$ cat config.mk
export PLATFORM = sky130hd
export DESIGN_NAME = trng_collector
export DESIGN_NICKNAME = d
export VERILOG_FILES = /design/src/rtl/trng_collector.sv
export SDC_FILE = /design/constraint.sdc
export NUM_CORES = 1
export LEC_CHECK = 0
export CORE_ASPECT_RATIO = 1.25
export CORE_MARGIN = 2
export CORE_UTILIZATION = 56
export CTS_CLUSTER_DIAMETER = 200
export DETAILED_ROUTE_END_ITERATION = 8
export PLACE_DENSITY = 0.86
export SYNTH_ARGS = -nofsm -noshare
export SYNTH_HDL_FRONTEND = slang
export SYNTH_SLANG_ARGS = --single-unit
$ cat constraint.sdc
create_clock -name clk -period 2.6 [get_ports clk]
set_input_delay 0.52 -clock clk [delete_from_list [all_inputs] [get_ports clk]]
set_output_delay 0.52 -clock clk [all_outputs]
set_load 0.01 [all_outputs]
$ cat src/rtl/trng_collector.sv
// trng_collector: drives a ring-oscillator TRNG and skips its start-up samples.
// It debiases the raw bit stream with a von Neumann corrector and packs the
// result into words. Words are offered on a valid/ready port. A repetition-count
// health test on the raw stream latches a sticky fault.
module trng_collector #(
   parameter int WORD_WIDTH    = 32,
   parameter int WARMUP_CYCLES = 64,
   parameter int REP_LIMIT     = 32
) (
   input  logic                  clk,
   input  logic                  reset_n,
   input  logic                  enable,
   output logic                  trng_en,
   input  logic                  trng_out,
   output logic [WORD_WIDTH-1:0] rdata,
   output logic                  rvalid,
   input  logic                  rready,
   output logic                  health_fail,
   input  logic                  clear_fail
);

   localparam int BW = $clog2(WORD_WIDTH + 1);
   localparam int WW = $clog2(WARMUP_CYCLES + 1);
   localparam int RW = $clog2(REP_LIMIT + 1);

   localparam logic [BW-1:0] BIT_LAST  = BW'(WORD_WIDTH - 1);
   localparam logic [WW-1:0] WARM_LAST = WW'(WARMUP_CYCLES - 1);
   localparam logic [RW-1:0] REP_MAX   = RW'(REP_LIMIT);
   localparam logic [RW-1:0] REP_ONE   = RW'(1);

   typedef enum logic [2:0] {
      IDLE    = 3'd0,
      WARMUP  = 3'd1,
      COLLECT = 3'd2,
      FULL    = 3'd3,
      FAIL    = 3'd4
   } state_t;

   state_t                state_reg, state_next;
   logic [WW-1:0]         warm_cnt_reg;
   logic [BW-1:0]         bit_cnt_reg;
   logic [RW-1:0]         rep_cnt_reg;
   logic [WORD_WIDTH-1:0] shift_reg;
   logic [WORD_WIDTH-1:0] rdata_reg;
   logic                  rvalid_reg;
   logic                  health_fail_reg;
   logic                  phase_reg;   // 0: expecting first bit of a pair, 1: second
   logic                  first_reg;   // first bit of the current pair
   logic                  prev_reg;    // previous raw sample, for the repetition test

   logic                  pair_emit;
   logic                  word_done;
   logic                  warm_done;
   logic                  rep_hit;
   logic [RW-1:0]         rep_calc;
   logic [WORD_WIDTH-1:0] shifted;

   // Debias, repetition-count and warmup decisions for the current sample
   always_comb begin
      pair_emit = 1'b0;
      word_done = 1'b0;
      warm_done = 1'b0;
      rep_calc  = REP_ONE;
      rep_hit   = 1'b0;
      shifted   = {shift_reg[WORD_WIDTH-2:0], first_reg};

      // A pair with differing bits emits its first bit: (1,0) -> 1, (0,1) -> 0
      pair_emit = phase_reg && (first_reg != trng_out);
      word_done = pair_emit && (bit_cnt_reg == BIT_LAST);
      warm_done = (warm_cnt_reg == WARM_LAST);

      // A zero count marks the first sample after entering COLLECT
      if (rep_cnt_reg == '0) begin
         rep_calc = REP_ONE;
      end else if (trng_out == prev_reg) begin
         rep_calc = (rep_cnt_reg == REP_MAX) ? REP_MAX : rep_cnt_reg + REP_ONE;
      end else begin
         rep_calc = REP_ONE;
      end
      rep_hit = (rep_calc == REP_MAX);
   end

   // State register
   always_ff @(posedge clk) begin
      if (!reset_n) begin
         state_reg <= IDLE;
      end else begin
         state_reg <= state_next;
      end
   end

   // Next-state logic; dropping enable wins over every other transition
   always_comb begin
      state_next = state_reg;
      if (!enable) begin
         state_next = IDLE;
      end else begin
         case (state_reg)
            IDLE:    state_next = WARMUP;
            WARMUP:  if (warm_done) state_next = COLLECT;
            COLLECT: begin
               // A completing pair has differing bits, so it can never also be a fault
               if (rep_hit) begin
                  state_next = FAIL;
               end else if (word_done) begin
                  state_next = FULL;
               end
            end
            FULL:    if (rvalid_reg && rready) state_next = COLLECT;
            FAIL:    if (clear_fail) state_next = WARMUP;
            default: state_next = IDLE;
         endcase
      end
   end

   // Sticky health fault: set by the repetition test, cleared by clear_fail
   always_ff @(posedge clk) begin
      if (!reset_n) begin
         health_fail_reg <= 1'b0;
      end else if (enable && (state_reg == COLLECT) && rep_hit) begin
         health_fail_reg <= 1'b1;
      end else if (clear_fail) begin
         health_fail_reg <= 1'b0;
      end
   end

   // Counters, pair phase, word assembly and the output word register
   always_ff @(posedge clk) begin
      if (!reset_n) begin
         warm_cnt_reg <= '0;
         bit_cnt_reg  <= '0;
         rep_cnt_reg  <= '0;
         shift_reg    <= '0;
         rdata_reg    <= '0;
         rvalid_reg   <= 1'b0;
         phase_reg    <= 1'b0;
         first_reg    <= 1'b0;
         prev_reg     <= 1'b0;
      end else if (!enable) begin
         // Leaving for IDLE: drop any unaccepted word and all partial progress
         warm_cnt_reg <= '0;
         bit_cnt_reg  <= '0;
         rep_cnt_reg  <= '0;
         shift_reg    <= '0;
         rvalid_reg   <= 1'b0;
         phase_reg    <= 1'b0;
         first_reg    <= 1'b0;
         prev_reg     <= 1'b0;
      end else begin
         case (state_reg)
            IDLE: begin
               warm_cnt_reg <= '0;
            end
            WARMUP: begin
               // Samples are ignored; collection state is held clear for COLLECT entry
               warm_cnt_reg <= warm_done ? '0 : warm_cnt_reg + WW'(1);
               bit_cnt_reg  <= '0;
               rep_cnt_reg  <= '0;
               shift_reg    <= '0;
               phase_reg    <= 1'b0;
            end
            COLLECT: begin
               prev_reg    <= trng_out;
               rep_cnt_reg <= rep_calc;
               if (rep_hit) begin
                  shift_reg   <= '0;
                  bit_cnt_reg <= '0;
                  phase_reg   <= 1'b0;
               end else begin
                  phase_reg <= ~phase_reg;
                  if (!phase_reg) begin
                     first_reg <= trng_out;
                  end else if (pair_emit) begin
                     shift_reg   <= shifted;
                     bit_cnt_reg <= bit_cnt_reg + BW'(1);
                     if (word_done) begin
                        rdata_reg  <= shifted;
                        rvalid_reg <= 1'b1;
                     end
                  end
               end
            end
            FULL: begin
               // Raw bits are ignored; the repetition count restarts on return to COLLECT
               phase_reg   <= 1'b0;
               rep_cnt_reg <= '0;
               if (rvalid_reg && rready) begin
                  rvalid_reg  <= 1'b0;
                  bit_cnt_reg <= '0;
                  shift_reg   <= '0;
               end
            end
            FAIL: begin
               rvalid_reg   <= 1'b0;
               warm_cnt_reg <= '0;
            end
            default: begin
               rvalid_reg <= 1'b0;
            end
         endcase
      end
   end

   assign trng_en     = (state_reg != IDLE);
   assign rdata       = rdata_reg;
   assign rvalid      = rvalid_reg;
   assign health_fail = health_fail_reg;

endmodule

==> impl_metrics.tcl, run 1 <==
set metrics [dict create \
    io_pins 41 \
    yosysSeqAreaShare 0.475 \
    setup_viol 0 \
    via_per_inst 5.61 \
    rsz0062_at_grt "no" \
    syn_area_per_cell_um2 9.58 \
    yosysWarnings 0 \
    worst-path-buf-inv 2 \
    globalplace.congestion 0.894 \
    skew_ns 0.0104 \
    tightestPinTransition_ns 0.677 \
    p_sw_frac 0.243 \
    largest_register_ffs 32 \
    synth-main-ff-cell "dfxtp_1" \
    fillerInstances 497 \
    layout_setup_ws_ns 0.275 \
    mostFrequentLayoutCell "dfxtp_1" \
    critPathSlowestCell "or4_4" \
    final_net_count 448 \
    final_layout_size_suffix_gt1_frac 0.0950 \
    setup_tns_ns 0 \
    post_cts_resized 0 \
    cts_buffers 9 \
    p_sw_mw 0.566 \
    worstPathArrival_ns 2.57 \
    fmax_mhz 430 \
    grt_pass1_vias 2680 \
    ant_nets 0 \
    grt_pass1_wl_mm 12.1 \
    grt_max_degree 68 \
    hold_slack_ns 0.460 \
    p_clk_frac 0.367 \
    root_buffer "clkbuf_8" \
    syn2layout_area_growth_pct 18.0 \
    antenna_found_initial 0 \
    wl_per_cell_um 13.6 \
    die_w_um 77.6 \
    p_leak_nw 1.56 \
    max-clock-path-buffers 2 \
    fin_crit_ns 2.33 \
    powerDensity_nw_per_um2 520 \
    post_cts_buffers 0 \
    maxSlewHeadroom 0.541 \
    synth_top_area_share 0.475 \
    maxSlewViolCount 0 \
    period_share 0.894 \
    coreArea_um2 6570 \
    p_comb_frac 0.040 \
    maxCapViolations 0 \
    initial_core_util 0.578 \
    die-area_um2 7460 \
    cts_tree "yes" \
    final_cell_mix "90 x dfxtp_1, 80 x nand2_1, 39 x clkdlybuf4s50_1" \
    synth_edf_count 0 \
    place_ws_ns 0.0485 \
    startpoint_type "register" \
    hold_path.class "register to register" \
    synth_area_leaders "dfxtp_1 47%, mux2i_1 8.7%, nand2_1 7.9%, a22o_1 7.8%, nand3_1 2.4%" \
    dp.final_hpwl_mm 4.82 \
    cts.sinks 90 \
    finalHoldViolations 0 \
    clk_pin_slew_ns 0.09 \
    portBuffers 40 \
    p_int_mw 1.76 \
    grt-ovfl-total 0 \
    async_flop_share 0 \
    drt_first_iter_violations 195 \
    yosysUniqueCellTypes 53 \
    fp.dieH_um 96.0 \
    drc 0 \
    dr.pass1.iters 4 \
    worstPathMaxFanout 31 \
    path_cells "inv_1, ha_1, or4_4, o21ai_4, a211oi_4, buf_12, a22o_1" \
    critical_path_class "register to register" \
    yosysTopAreaCell "dfxtp_1" \
    power.total_mw 2.33 \
    synth_area_um2 3790 \
    crit_path_end_kind "register" \
    n_antenna_cell 0 \
    clk_latency_ns 0.36 \
    irDropWorstVdd_mv 0.324 \
    ctsHoldBuffers 0 \
    critPathMaxStageDelay_ns 0.56 \
    cp_top_family "compound AO/OA/AOI/OAI gates" \
    p_seq_frac 0.593 \
    ys_seq_elements 90 \
    status "complete, no violations" \
    rows 33 \
    cp.required_ns 2.84 \
    grt_use_total 0.205 \
    drt_wl_total_mm 7.19 \
    syn_inst 396 \
    synthesis.nets 406 \
    h-tree-depth 3 \
    vias 2967 \
]
final timing paths:
path	from	end	slack, ns	depth (start not counted)
setup / recovery	rep_cnt_reg[0]	shift_reg[12]	0.27	7
hold / removal	rdata[7]	rdata[7]	0.46	2
setup reg to reg	rep_cnt_reg[0]	shift_reg[12]	0.27	7
hold reg to reg	rdata[7]	rdata[7]	0.46	2
tightest hold or removal path, stage by stage (launching register included):
cell and delay (ns):
dfxtp_1 0.32, nand2_1 0.05, mux2i_1 0.05
metal layers:
layer,vias up,track usage,share of wire
met5,-,0,0
met4,0,0.0714,0.0067
met3,4,0.0591,0.043
met2,57,0.344,0.49
met1,1406,0.253,0.46
li1,1500,-,-
cells in the mapped netlist, drive strengths merged (5+ instances only):
cell type and number:
mux2i 33, buf 9, clkbuf 14, nor2 23, nand3 18, dfxtp 90, a22oi 6, or3 5
nand2 80, a21oi 13, o21ai 8, a22o 34
cell families after synthesis:
group,share of synthesized area
compound gates,0.168
xor+xnor,0.0158
fa+ha+maj,0.0132
buf+inv,0.0366
flops,0.475
mux,0.0959
simple gates,0.196
final cells by class:
cell class | count | area, um^2 | share of cell area
inverters | 2 | 7.51 | 0.00168
multi-input cells | 281 | 1860 | 0.416
clock inverters | 6 | 50.0 | 0.0112
repair buffers | 54 | 526 | 0.117
clock buffers | 9 | 124 | 0.0277
well taps | 87 | 109 | 0.0243
flip-flops and latches | 90 | 1800 | 0.402
stage by stage:
| stage | cells | area, um^2 | util |
|---|---|---|---|
| after floorplan | 396 | 3790 | - |
| after detailed placement | 514 | 4310 | 0.656 |
| after CTS | 529 | 4480 | 0.682 |
| after global placement | 514 | 4310 | 0.656 |
| final | 529 | 4480 | 0.682 |
| after global routing | 529 | 4480 | 0.682 |
power by group through the flow:
| stage | Sequential, mW | Clock (mW) | Combinational (mW) |
|---|---|---|---|
| after floorplan | 1.41 | 0 | 0.0619 |
| after global placement | 1.41 | 0 | 0.0903 |
| after detailed placement | 1.41 | 0 | 0.0924 |
| after CTS | 1.38 | 0.887 | 0.0931 |
| after global routing | 1.38 | 0.952 | 0.104 |
| final | 1.38 | 0.856 | 0.0928 |
Note: power is estimated with default switching activity, not from simulation.
==> run 2: changes to the inputs <==
CORE_MARGIN = not set   (was 2)
==> run 2 against run 1 <==
Global-route usage increased by 2.7 points; total power is 9.2% higher; clock-buffer cell count is 2 higher; critical path depth up 1; flip-flop and latch count is the same; clock skew down 0.0040 ns.
==> impl_metrics.tcl, run 2 (synthesized netlist as in run 1, its figures left out) <==
set metrics [dict create \
    vias 3014 \
    drt_first_iter_violations 190 \
    powerDensity_nw_per_um2 561 \
    grt_use_total 0.232 \
    r2r-start "rep_cnt_reg[0]" \
    hold_path.class "register to register" \
    globalplace.congestion 0.890 \
    critical_path_class "register to register" \
    period_share 0.909 \
    p_leak_nw 1.59 \
    antenna_found_initial 0 \
    irDropWorstVdd_mv 0.347 \
    h-tree-depth 3 \
    fillerInstances 506 \
    fp.dieH_um 94.0 \
    holdPathEnd "rdata[8]" \
    fmax_mhz 423 \
    maxSlewViolCount 0 \
    via_per_inst 5.69 \
    rsz0062_at_grt "no" \
    post_cts_buffers 0 \
    die_w_um 75.6 \
    multi_input_area_um2 1860 \
    final_cell_mix "90 x dfxtp_1, 80 x nand2_1, 39 x clkdlybuf4s50_1" \
    finalHoldViolations 0 \
    maxSlewHeadroom 0.507 \
    ctsHoldBuffers 0 \
    initial_core_util 0.578 \
    tightestPinTransition_ns 0.728 \
    wl_per_cell_um 14.2 \
    die-area_um2 7110 \
    n_antenna_cell 0 \
    clk_latency_ns 0.36 \
    grt_pass1_vias 2733 \
    largest_register_ffs 32 \
    cp.required_ns 2.85 \
    cts_tree "yes" \
    worstPathMaxFanout 31 \
    r2r_end "shift_reg[13]" \
    fin_crit_ns 2.36 \
    dp.final_hpwl_mm 5.02 \
    drc 0 \
    skew_ns 0.00642 \
    maxCapViolations 0 \
    setup_viol 0 \
    status "complete, no violations" \
    crit_path_end_kind "register" \
    dr.pass1.iters 4 \
    placed_area_um2 4310 \
    max-clock-path-buffers 2 \
    register_area_um2 1800 \
    grt-ovfl-total 0 \
    ff2ff_setup_slack_ns 0.24 \
    grt_max_degree 68 \
    reg2regPathDepth 8 \
    grt_pass1_wl_mm 12.5 \
    worstHoldPathCells 2 \
    drt_wl_total_mm 7.52 \
    root_buffer "clkbuf_8" \
    syn2layout_area_growth_pct 19.5 \
    post_cts_resized 0 \
    clk_pin_slew_ns 0.09 \
    ant_nets 0 \
    hp-start "rdata[8]" \
    cts.sinks 90 \
    hold_slack_ns 0.461 \
    mostFrequentLayoutCell "dfxtp_1" \
    startpoint_type "register" \
    cts_buffers 9 \
    final_net_count 448 \
    final_layout_size_suffix_gt1_frac 0.0948 \
    portBuffers 40 \
    power.total_mw 2.54 \
    fin_area_um2 4530 \
    coreArea_um2 6570 \
    rows 33 \
    io_pins 41 \
    worstPathArrival_ns 2.62 \
]
run 2: metal layers:
| metal | up-vias | global-route usage | routed length (um) |
|---|---|---|---|
| li1 | 1495 | - | - |
| met3 | 11 | 0.0483 | 272 |
| met1 | 1437 | 0.292 | 3340 |
| met5 | - | 0 | 0 |
| met2 | 71 | 0.382 | 3790 |
| met4 | 0 | 0.0926 | 121 |
run 2: final cells by class:
type | instances | share of cell area
multi-input cells | 281 | 0.411
flip-flops and latches | 90 | 0.397
repair buffers | 54 | 0.116
clock buffers | 11 | 0.0312
well taps | 87 | 0.0240
clock inverters | 5 | 0.0190
inverters | 2 | 0.00166
run 2: power breakdown:
part / leakage, nW / internal, mW / total, mW / switching, mW
logic: 0.750 / 0.0322 / 0.0953 / 0.0631
registers: 0.725 / 1.38 / 1.38 / 0.00213
clock network: 0.114 / 0.575 / 1.07 / 0.493
total: 1.59 / 1.99 / 2.54 / 0.558
run 2: worst max-delay path by stage:
stage                         startpoint             to
after floorplan           rep_cnt_reg[0]  shift_reg[30]
after global placement          trng_out      rdata[19]
after detailed placement        trng_out      rdata[15]
after CTS                 rep_cnt_reg[0]  shift_reg[13]
after global routing      rep_cnt_reg[0]  shift_reg[13]
final                     rep_cnt_reg[0]  shift_reg[13]
run 2: per-stage QoR:
stage	instances	setup slack (ns)	TNS, ns	utilization
after floorplan	396	0.495	0	-
after global placement	514	0.126	0	0.656
after detailed placement	514	-0.0354	-0.0574	0.656
after CTS	530	0.233	0	0.690
after global routing	530	0.142	0	0.690
final	530	0.236	0	0.690
run 2: critical path: stages (launching register included):
cell and delay (ns):
dfxtp_1 0.42, inv_1 0.09, ha_1 0.20, nor4b_4 0.15, or4_4 0.54, nor2_2 0.19, o211ai_1 0.17, buf_4 0.26
a22o_1 0.22
